<file path="config.mk">
export PLATFORM = sky130hd
export DESIGN_NAME = ulpi_link_ctrl
export DESIGN_NICKNAME = d
export VERILOG_FILES = /design/src/rtl/ulpi_pkg.sv /design/src/rtl/ulpi_rx_decode.sv /design/src/rtl/ulpi_link_ctrl.sv
export SDC_FILE = /design/constraint.sdc
export NUM_CORES = 1
export LEC_CHECK = 0
export ABC_CLOCK_PERIOD_IN_PS = 2090
export CORE_MARGIN = 5
export CORE_UTILIZATION = 46
export DETAILED_ROUTE_END_ITERATION = 8
export PLACE_DENSITY = 0.85
export SYNTH_ARGS = -nofsm -noshare
export SYNTH_HDL_FRONTEND = slang
export SYNTH_SLANG_ARGS = --single-unit
</file>
<file path="constraint.sdc">
create_clock -name clk -period 2.09 [get_ports clk]
set_input_delay 0.418 -clock clk [delete_from_list [all_inputs] [get_ports clk]]
set_output_delay 0.418 -clock clk [all_outputs]
set_load 0.02 [all_outputs]
</file>
<file path="src/rtl/ulpi_pkg.sv">
`default_nettype none
// ============================================================================
// Module   : ulpi_pkg
// Purpose  : Shared FSM state encoding and ULPI byte constants for the link
//            controller. Macro ULPI_EXT_REG_EN adds the EXT_ADDR state.
// Revision : 1.0 - initial release
// ============================================================================
package ulpi_pkg;

`ifdef ULPI_EXT_REG_EN
  typedef enum logic [2:0] {
    ST_IDLE     = 3'd0,
    ST_TXCMD    = 3'd1,
    ST_WDATA    = 3'd2,
    ST_STP      = 3'd3,
    ST_RD_TURN  = 3'd4,
    ST_RD_DATA  = 3'd5,
    ST_EXT_ADDR = 3'd6
  } ulpi_state_t;
`else
  typedef enum logic [2:0] {
    ST_IDLE     = 3'd0,
    ST_TXCMD    = 3'd1,
    ST_WDATA    = 3'd2,
    ST_STP      = 3'd3,
    ST_RD_TURN  = 3'd4,
    ST_RD_DATA  = 3'd5
  } ulpi_state_t;
`endif

  localparam logic [7:0] c_noop       = 8'h00;
  localparam logic [1:0] c_pfx_write  = 2'b10;
  localparam logic [1:0] c_pfx_read   = 2'b11;
  localparam logic [5:0] c_ext_escape = 6'h2F;

  function automatic logic [7:0] txcmd_byte(input logic i_we, input logic [5:0] i_addr);
    return {(i_we ? c_pfx_write : c_pfx_read), i_addr};
  endfunction

endpackage
`default_nettype wire

</file>
<file path="src/rtl/ulpi_rx_decode.sv">
`default_nettype none
// ============================================================================
// Module   : ulpi_rx_decode
// Purpose  : Bus turnaround detection and RX CMD / RX data capture while the
//            PHY owns the bus.
// Revision : 1.0 - initial release
// ============================================================================
module ulpi_rx_decode (
  input  logic       clk,
  input  logic       reset,
  input  logic       i_dir,
  input  logic       i_nxt,
  input  logic [7:0] i_data,
  input  logic       i_suppress,
  output logic       o_turnaround,
  output logic [7:0] o_rx_cmd,
  output logic       o_rx_cmd_valid,
  output logic [7:0] o_rx_data,
  output logic       o_rx_data_valid
);

  logic       r_dir_q;
  logic [7:0] r_rx_cmd;
  logic       r_rx_cmd_valid;
  logic [7:0] r_rx_data;
  logic       r_rx_data_valid;
  logic       w_rx_en;

  // Tracks the bus even during reset so turnaround stays meaningful afterwards.
  always_ff @(posedge clk) begin
    r_dir_q <= i_dir;
  end

  assign o_turnaround = i_dir ^ r_dir_q;
  assign w_rx_en      = i_dir && !o_turnaround && !i_suppress;

  always_ff @(posedge clk) begin
    if (reset) begin
      r_rx_cmd        <= 8'h00;
      r_rx_cmd_valid  <= 1'b0;
      r_rx_data       <= 8'h00;
      r_rx_data_valid <= 1'b0;
    end else begin
      r_rx_cmd_valid  <= w_rx_en && !i_nxt;
      r_rx_data_valid <= w_rx_en && i_nxt;
      if (w_rx_en && !i_nxt) r_rx_cmd  <= i_data;
      if (w_rx_en && i_nxt)  r_rx_data <= i_data;
    end
  end

  assign o_rx_cmd        = r_rx_cmd;
  assign o_rx_cmd_valid  = r_rx_cmd_valid;
  assign o_rx_data       = r_rx_data;
  assign o_rx_data_valid = r_rx_data_valid;

endmodule
`default_nettype wire

</file>
<file path="src/rtl/ulpi_link_ctrl.sv">
`default_nettype none
// ============================================================================
// Module   : ulpi_link_ctrl
// Purpose  : ULPI link-side register access engine with RX CMD/data decode.
//            Define ULPI_EXT_REG_EN for extended (8-bit) register addresses.
// Revision : 1.0 - initial release
// ============================================================================
module ulpi_link_ctrl
  import ulpi_pkg::*;
#(
  parameter int NXT_TIMEOUT = 15,
  parameter int REG_ADDR_W  = 6
) (
  input  logic                  clk,
  input  logic                  reset,
  input  logic                  ulpi_dir,
  input  logic                  ulpi_nxt,
  input  logic [7:0]            ulpi_data_i,
  output logic [7:0]            ulpi_data_o,
  output logic                  ulpi_data_oe,
  output logic                  ulpi_stp,
  input  logic                  reg_req,
  input  logic                  reg_we,
  input  logic [REG_ADDR_W-1:0] reg_addr,
  input  logic [7:0]            reg_wdata,
  output logic                  reg_ack,
  output logic [7:0]            reg_rdata,
  output logic                  reg_err,
  output logic [7:0]            rx_cmd,
  output logic                  rx_cmd_valid,
  output logic [7:0]            rx_data,
  output logic                  rx_data_valid
);

  localparam int c_cnt_w = $clog2(NXT_TIMEOUT + 1);

  ulpi_state_t           r_state, w_next, w_after_cmd, w_post_addr;
  logic [c_cnt_w-1:0]    r_cnt;
  logic                  r_we;
  logic [REG_ADDR_W-1:0] r_addr;
  logic [7:0]            r_wdata;
  logic                  r_ack, r_err;
  logic [7:0]            r_rdata;
  logic                  w_turn, w_tmo, w_launch, w_wait, w_done, w_err, w_capture, w_stp;
  logic [7:0]            w_data_o, w_txcmd;

  ulpi_rx_decode u_rx_decode (
    .clk             (clk),
    .reset           (reset),
    .i_dir           (ulpi_dir),
    .i_nxt           (ulpi_nxt),
    .i_data          (ulpi_data_i),
    .i_suppress      ((r_state == ST_RD_TURN) || (r_state == ST_RD_DATA)),
    .o_turnaround    (w_turn),
    .o_rx_cmd        (rx_cmd),
    .o_rx_cmd_valid  (rx_cmd_valid),
    .o_rx_data       (rx_data),
    .o_rx_data_valid (rx_data_valid)
  );

  assign w_post_addr = r_we ? ST_WDATA : ST_RD_TURN;

`ifdef ULPI_EXT_REG_EN
  logic w_ext;
  assign w_ext       = (r_addr >= REG_ADDR_W'(8'h3F));
  assign w_txcmd     = txcmd_byte(r_we, w_ext ? c_ext_escape : r_addr[5:0]);
  assign w_after_cmd = w_ext ? ST_EXT_ADDR : w_post_addr;
`else
  assign w_txcmd     = txcmd_byte(r_we, r_addr[5:0]);
  assign w_after_cmd = w_post_addr;
`endif

  assign w_tmo = (r_cnt == c_cnt_w'(NXT_TIMEOUT - 1));

  always_comb begin
    w_next    = r_state;
    w_data_o  = c_noop;
    w_stp     = 1'b0;
    w_launch  = 1'b0;
    w_wait    = 1'b0;
    w_done    = 1'b0;
    w_err     = 1'b0;
    w_capture = 1'b0;
    case (r_state)
      // r_ack blocks a relaunch while the requester is still seeing its ack.
      ST_IDLE: begin
        if (reg_req && !ulpi_dir && !w_turn && !r_ack) begin
          w_next   = ST_TXCMD;
          w_launch = 1'b1;
        end
      end
      ST_TXCMD: begin
        w_data_o = w_txcmd;
        w_wait   = 1'b1;
        if (ulpi_dir)      w_next = ST_IDLE;
        else if (ulpi_nxt) w_next = w_after_cmd;
        else if (w_tmo) begin
          w_next = ST_IDLE;
          w_done = 1'b1;
          w_err  = 1'b1;
        end
      end
`ifdef ULPI_EXT_REG_EN
      ST_EXT_ADDR: begin
        w_data_o = r_addr[7:0];
        w_wait   = 1'b1;
        if (ulpi_dir)      w_next = ST_IDLE;
        else if (ulpi_nxt) w_next = w_post_addr;
        else if (w_tmo) begin
          w_next = ST_IDLE;
          w_done = 1'b1;
          w_err  = 1'b1;
        end
      end
`endif
      ST_WDATA: begin
        w_data_o = r_wdata;
        w_wait   = 1'b1;
        if (ulpi_dir)      w_next = ST_IDLE;
        else if (ulpi_nxt) w_next = ST_STP;
        else if (w_tmo) begin
          w_next = ST_IDLE;
          w_done = 1'b1;
          w_err  = 1'b1;
        end
      end
      ST_STP: begin
        w_stp  = 1'b1;
        w_done = 1'b1;
        w_next = ST_IDLE;
      end
      ST_RD_TURN: w_next = ST_RD_DATA;
      ST_RD_DATA: begin
        w_capture = 1'b1;
        w_done    = 1'b1;
        w_next    = ST_IDLE;
      end
      default: w_next = ST_IDLE;
    endcase
  end

  always_ff @(posedge clk) begin
    if (reset) begin
      r_state <= ST_IDLE;
      r_cnt   <= '0;
      r_we    <= 1'b0;
      r_addr  <= '0;
      r_wdata <= 8'h00;
      r_ack   <= 1'b0;
      r_err   <= 1'b0;
      r_rdata <= 8'h00;
    end else begin
      r_state <= w_next;
      r_ack   <= w_done;
      r_err   <= w_err;
      if (w_next != r_state)      r_cnt <= '0;
      else if (w_wait && !ulpi_nxt) r_cnt <= r_cnt + c_cnt_w'(1);
      if (w_launch) begin
        r_we    <= reg_we;
        r_addr  <= reg_addr;
        r_wdata <= reg_wdata;
      end
      if (w_capture) r_rdata <= ulpi_data_i;
    end
  end

  assign ulpi_data_oe = !ulpi_dir && !w_turn;
  assign ulpi_data_o  = w_data_o;
  assign ulpi_stp     = w_stp;
  assign reg_ack      = r_ack;
  assign reg_err      = r_err;
  assign reg_rdata    = r_rdata;

endmodule
`default_nettype wire

</file>
* Word level (Yosys, flattened, before mapping)
Cells that the tools add are included.
** Storage, ports and cells
- Register bits :: 51
- Input port bits :: 28
- Output and inout bits :: 38
- Word-level logic and storage cells :: 62
** Operators by class
- Add/subtract/negate cells :: 1
- Eq/ne operators :: 7
- Multiplexer cells :: 19
- Bitwise gates (word level) :: 2
- Reductions and logical operators :: 20
** Operators with widths (count)
- 3-bit 2-to-1 mux :: 7
- 8-bit one-hot mux with 2 select lines :: 1
- 3-bit one-hot mux with 4 select lines :: 1
- 1-bit logical AND :: 9
- 1-bit 2-to-1 mux :: 9
- 2-bit OR reduction :: 4
- 3-bit by 2-bit equality test with 1-bit output, second input constant :: 2
- 3-bit equality test, second input constant :: 2
- 1-bit zero test :: 5
- 4-bit by 1-bit adder with 4-bit output, second input constant :: 1
- 4-bit equality test, second input constant :: 1
- 3-bit by 1-bit equality test with 1-bit output, second input constant :: 1
- 3-bit zero test :: 1
- 3-bit != test :: 1
- 1-bit one-hot mux with 2 select lines :: 1
- 1-bit logical OR :: 1
- 1-bit inverter :: 1
- 1-bit bitwise XOR :: 1

* Longest topological paths before layout
- Word-level depth :: 8
- Depth in mapped cells :: 7
- Mapped depth without buffers :: 6

* Modules after synthesis
A second synthesis with hierarchy kept.
** Second synthesis, totals
- Cells, all modules :: 247
- Area total of the unflattened synthesis :: 2392.3 um^2
** By module, submodules not included
- ulpi_link_ctrl :: instances 1, cells an instance 177, area an instance 1609.0 um^2, sequential area each 640.6 um^2
- ulpi_rx_decode :: instances 1, cells an instance 70, area an instance 783.3 um^2, sequential area each 380.4 um^2

* Least setup slack after synthesis
OpenSTA, ideal clock, no wires.
- Path type :: input port to flip-flop
- Start point :: in ulpi_dir
- End point :: reg r_addr[3]
- Library setup time :: 128 ps
- Arrival time :: 1780 ps
- Required time :: 1962 ps
- Setup slack :: 182 ps
- Stages :: 7
- Path buffers :: 1
- Cell sequence :: inv_1 ha_1 nor3b_1 nand3_1 buf_2 mux2i_1 nor2_1
** Between the ends
- Longest elaborated chain between the ends :: 6
- Elaborated cells on any way between the ends :: 8
- Classes of those cells :: mux (2); bitwise (1); reduce/logical (5)
** RTL lines
- start, declared :: RTL line ulpi_link_ctrl.sv:16 : input logic ulpi_dir,
- 1-bit bitwise XOR / 1-bit zero test (equally long branches) :: RTL line ulpi_rx_decode.sv:34, ulpi_link_ctrl.sv:87
- 1-bit zero test / 1-bit logical AND (equally long branches) :: RTL line ulpi_link_ctrl.sv:87 : if (reg_req && !ulpi_dir && !w_turn && !r_ack) begin
- 1-bit logical AND * (2 in a row) :: RTL line ulpi_link_ctrl.sv:87
- 1-bit 2-to-1 mux * :: RTL line ulpi_link_ctrl.sv:87
- 1-bit 2-to-1 mux * :: RTL line ulpi_link_ctrl.sv:84 : case (r_state)
- end signal, assigned :: RTL line ulpi_link_ctrl.sv:160 : r_addr <= reg_addr;
- end, declared :: RTL line ulpi_link_ctrl.sv:40 : logic [REG_ADDR_W-1:0] r_addr;
Mark *: on every way between the ends. The rest lies on a longest branch, timed or not.
A chain may end at the register's enable or synchronous reset.

* Worst setup path in the final report
- Start point :: reg r_state[0]
- End point :: out ulpi_data_o[5]
** Between the ends
- Longest elaborated chain between the ends :: 2
- Elaborated cells on any way between the ends :: 3
- Classes of those cells :: eq/ne (2); mux (1)
** RTL lines
- start, declared :: RTL line ulpi_link_ctrl.sv:37 : ulpi_state_t r_state, w_next, w_after_cmd, w_post_addr;
- start signal, assigned :: RTL line ulpi_link_ctrl.sv:153 : r_state <= w_next;
- 3-bit by 2-bit equality test with 1-bit output / 3-bit by 1-bit equality test with 1-bit output (equally long branches) :: RTL line ulpi_link_ctrl.sv:84
- 8-bit one-hot mux with 2 select lines * :: RTL line ulpi_link_ctrl.sv:84
- end, declared :: RTL line ulpi_link_ctrl.sv:19 : output logic [7:0] ulpi_data_o,
Marked as above.

==> flow_metrics.py <==
metrics = {
    "global_routing": {
        "grt_pass1_wl_mm": 8.08,
        "grt_max_degree": 47,
        "antenna_found_initial": 0,
        "overflow": 0,
        "grt_use_total_pct": 16.0,
        "grt_pass1_vias": 1750,
    },
    "floorplanning": {
        "die_h_um": 77.8,
        "coreArea_um2": 4410,
        "fp-row-count": 24,
        "die_w_um": 77.8,
        "ioPinCount": 66,
        "die-area_um2": 6050,
        "initial_core_util_pct": 47.9,
    },
    "clock_network": {
        "clkTransAtPathRegs_ns": 0.09,
        "cts_setup_buffers": 0,
        "clockBufferDepth": 2,
        "cts_root_buf": "clkbuf_8",
        "holdBufCountCts": 0,
        "clock_latency_ns": 0.30,
        "cts_resized": 10,
        "cts_max_level": 2,
        "cts_sinks": 51,
        "cts_tree": "built",
        "cts_made_buffers": 5,
    },
    "synth": {
        "synth_nets": 263,
        "ys_ff_latch": 51,
        "ys_seq_area_share_pct": 48.3,
        "synth_area_per_cell_um2": 9.15,
        "yosysWarningCount": 0,
        "synth_cells": 231,
        "synth_cell_types": 31,
        "syn_area_um2": 2110,
    },
    "cells_and_area": {
        "num-fill-cells": 350,
        "layout_common_cells": "55 x clkdlybuf4s50_1, 51 x dfxtp_1, 49 x nor2_1",
        "final_util_pct": 68.1,
        "syn2layout_area_growth_pct": 42.1,
        "insertedDiodeCount": 0,
        "final_common_cell": "clkdlybuf4s50_1",
        "drive_above_1_share_pct": 9.21,
        "seq_area_um2": 1020,
        "multi_input_area_um2": 1000,
        "nets": 335,
    },
    "worst_setup_path": {
        "setup.worst_path.end_class": "output pin",
        "cp_slowest_cell": "dfxtp_1",
        "crit_type": "reg2out",
        "critPathMaxFanout": 10,
        "r2r_cells": 5,
        "worstPathArrival_ns": 1.54,
        "required_ns": 1.67,
        "cp-start-kind": "flop",
        "path_cells": "nor2b_1 -> buf_4 -> a22oi_1 -> nor2_1 -> clkdlybuf4s15_1",
        "max_stage_delay_ns": 0.37,
    },
    "power_and_ir_drop": {
        "p_leak_uw": 0.00131,
        "total_power_uw": 1950,
        "peakVddDrop_v": 0.000444,
        "p_per_area_nw_per_um2": 648,
    },
    "drt": {
        "via_per_inst": 5.08,
        "wirelength_mm": 5.00,
        "firstDrtPassIters": 4,
        "initialDrtViolationCount": 139,
        "drc": 0,
        "detail-route-antenna-nets": 0,
        "wl_per_cell_um": 14.0,
        "vias": 1810,
    },
    "timing": {
        "hold_viol_final": 0,
        "setup_violations": 0,
        "relSlewSlack_pct": 65.8,
        "clock_skew_ns": 0.00401,
        "max_freq_mhz": 510,
        "worstMarginPinSlew_ns": 0.513,
        "fin_crit_ns": 1.96,
        "period_share_pct": 93.9,
        "finalMaxSlewViolations": 0,
        "rsz0062_at_grt": "no",
    },
    "flow_run": {
        "maxCapViolCount": 0,
    },
    "worst_hold_path": {
        "holdPathStages": 2,
        "hold_path_class": "reg2reg",
    },
    "place": {
        "io_buffers": 65,
        "dp_hpwl_mm": 3.67,
        "place_congestion": 0.795,
    },
    "run_status": {
        "outcome": "complete, no violations",
    },
}
critical path: cells and delay by family (launching register included):
kind	cells	cell delay (ns)
compound gates	1	0.10
buf+inv	2	0.50
flops	1	0.37
simple gates	2	0.26
layout make-up:
cell class / count / share of cell area, %
inverters: 6 / 0.750
flip-flops and latches: 51 / 34.0
multi-input cells: 157 / 33.3
repair buffers: 82 / 25.9
clock inverters: 3 / 1.58
clock buffers: 5 / 2.29
well taps: 52 / 2.17
cells in the mapped netlist:
master | count | area share [%]
dfxtp_1 | 51 | 48
nor2_1 | 49 | 8.7
mux2i_1 | 31 | 15
clkbuf_1 | 12 | 2.1
nand3_1 | 12 | 2.8
a21oi_1 | 11 | 2.6
nand2_1 | 11 | 2.0
a22oi_1 | 8 | 2.8
inv_1 | 6 | 1.1
buf_2 | 4 | 0.95
ha_1 | 4 | 2.4
nor2b_1 | 4 | 1.2
o21ai_0 | 4 | 0.95
a311o_1 | 2 | 0.95
and3_1 | 2 | 0.59
nand3b_1 | 2 | 0.71
nor3_1 | 2 | 0.47
nor3b_1 | 2 | 0.71
xor2_1 | 2 | 0.83
a211oi_2 | 1 | 0.59
a21o_1 | 1 | 0.36
a221oi_1 | 1 | 0.41
a31oi_1 | 1 | 0.30
a32oi_1 | 1 | 0.41
and2_1 | 1 | 0.30
buf_6 | 1 | 0.53
nand4b_1 | 1 | 0.41
nor4_1 | 1 | 0.30
nor4b_1 | 1 | 0.41
xnor2_1 | 1 | 0.41
xor2_2 | 1 | 0.77
state kept, by name, indices dropped and copies added, names as in the netlist:
name,count
u_rx_decode.o_rx_cmd,8
u_rx_decode.o_rx_cmd_valid,1
r_we,1
r_cnt,4
r_wdata,8
r_addr,6
reg_err,1
reg_ack,1
r_state,3
reg_rdata,8
u_rx_decode.r_dir_q,1
u_rx_decode.o_rx_data,8
u_rx_decode.o_rx_data_valid,1
logic make-up (layout without fill, tap and decap cells):
logic type	after synthesis	in the layout	synth area share, %
AND/OR/NAND/NOR	88	88	18.6
multiplexers	31	31	14.7
AO/OA/AOI/OAI	30	30	9.41
flip-flops	51	51	48.3
adder cells (fa/ha/maj)	4	4	2.37
XOR/XNOR	4	4	2.01
buffers and inverters	23	96	4.67
through the flow:
stage,std cells,setup WS [ns],setup TNS (ns),hold slack (ns),area (µm²)
finish,356,0.127,0,0.461,3000
global route,356,0.00318,0,0.495,3000
floorplan,231,0.182,0,0.446,2110
CTS,356,0.0743,0,0.459,3000
global placement,348,-0.125,-1.97,0.441,2900
detailed placement,348,-0.149,-2.23,0.446,2900
path summary, 6_finish.rpt:
path,startpoint,to,slack (ns)
setup reg to reg,r_state[1],r_cnt[1],0.36
setup / recovery,r_state[0],ulpi_data_o[5],0.13
hold / removal,reg_rdata[4],reg_rdata[4],0.46
hold reg to reg,reg_rdata[4],reg_rdata[4],0.46
report_power, final:
group	switching [µW]	internal (µW)	leakage, µW
clock	335	363	0.0000587
sequential	15.6	998	0.000414
combinational	110	125	0.000839
layer usage:
metal | track usage, % | share of wire (%) | vias to the layer above
met5 | 0 | 0 | -
met1 | 19.9 | 44 | 834
met2 | 27.6 | 50 | 46
met3 | 3.59 | 4.3 | 7
met4 | 4.64 | 1.3 | 0
li1 | - | - | 923
(Power assumes the default switching activity.)
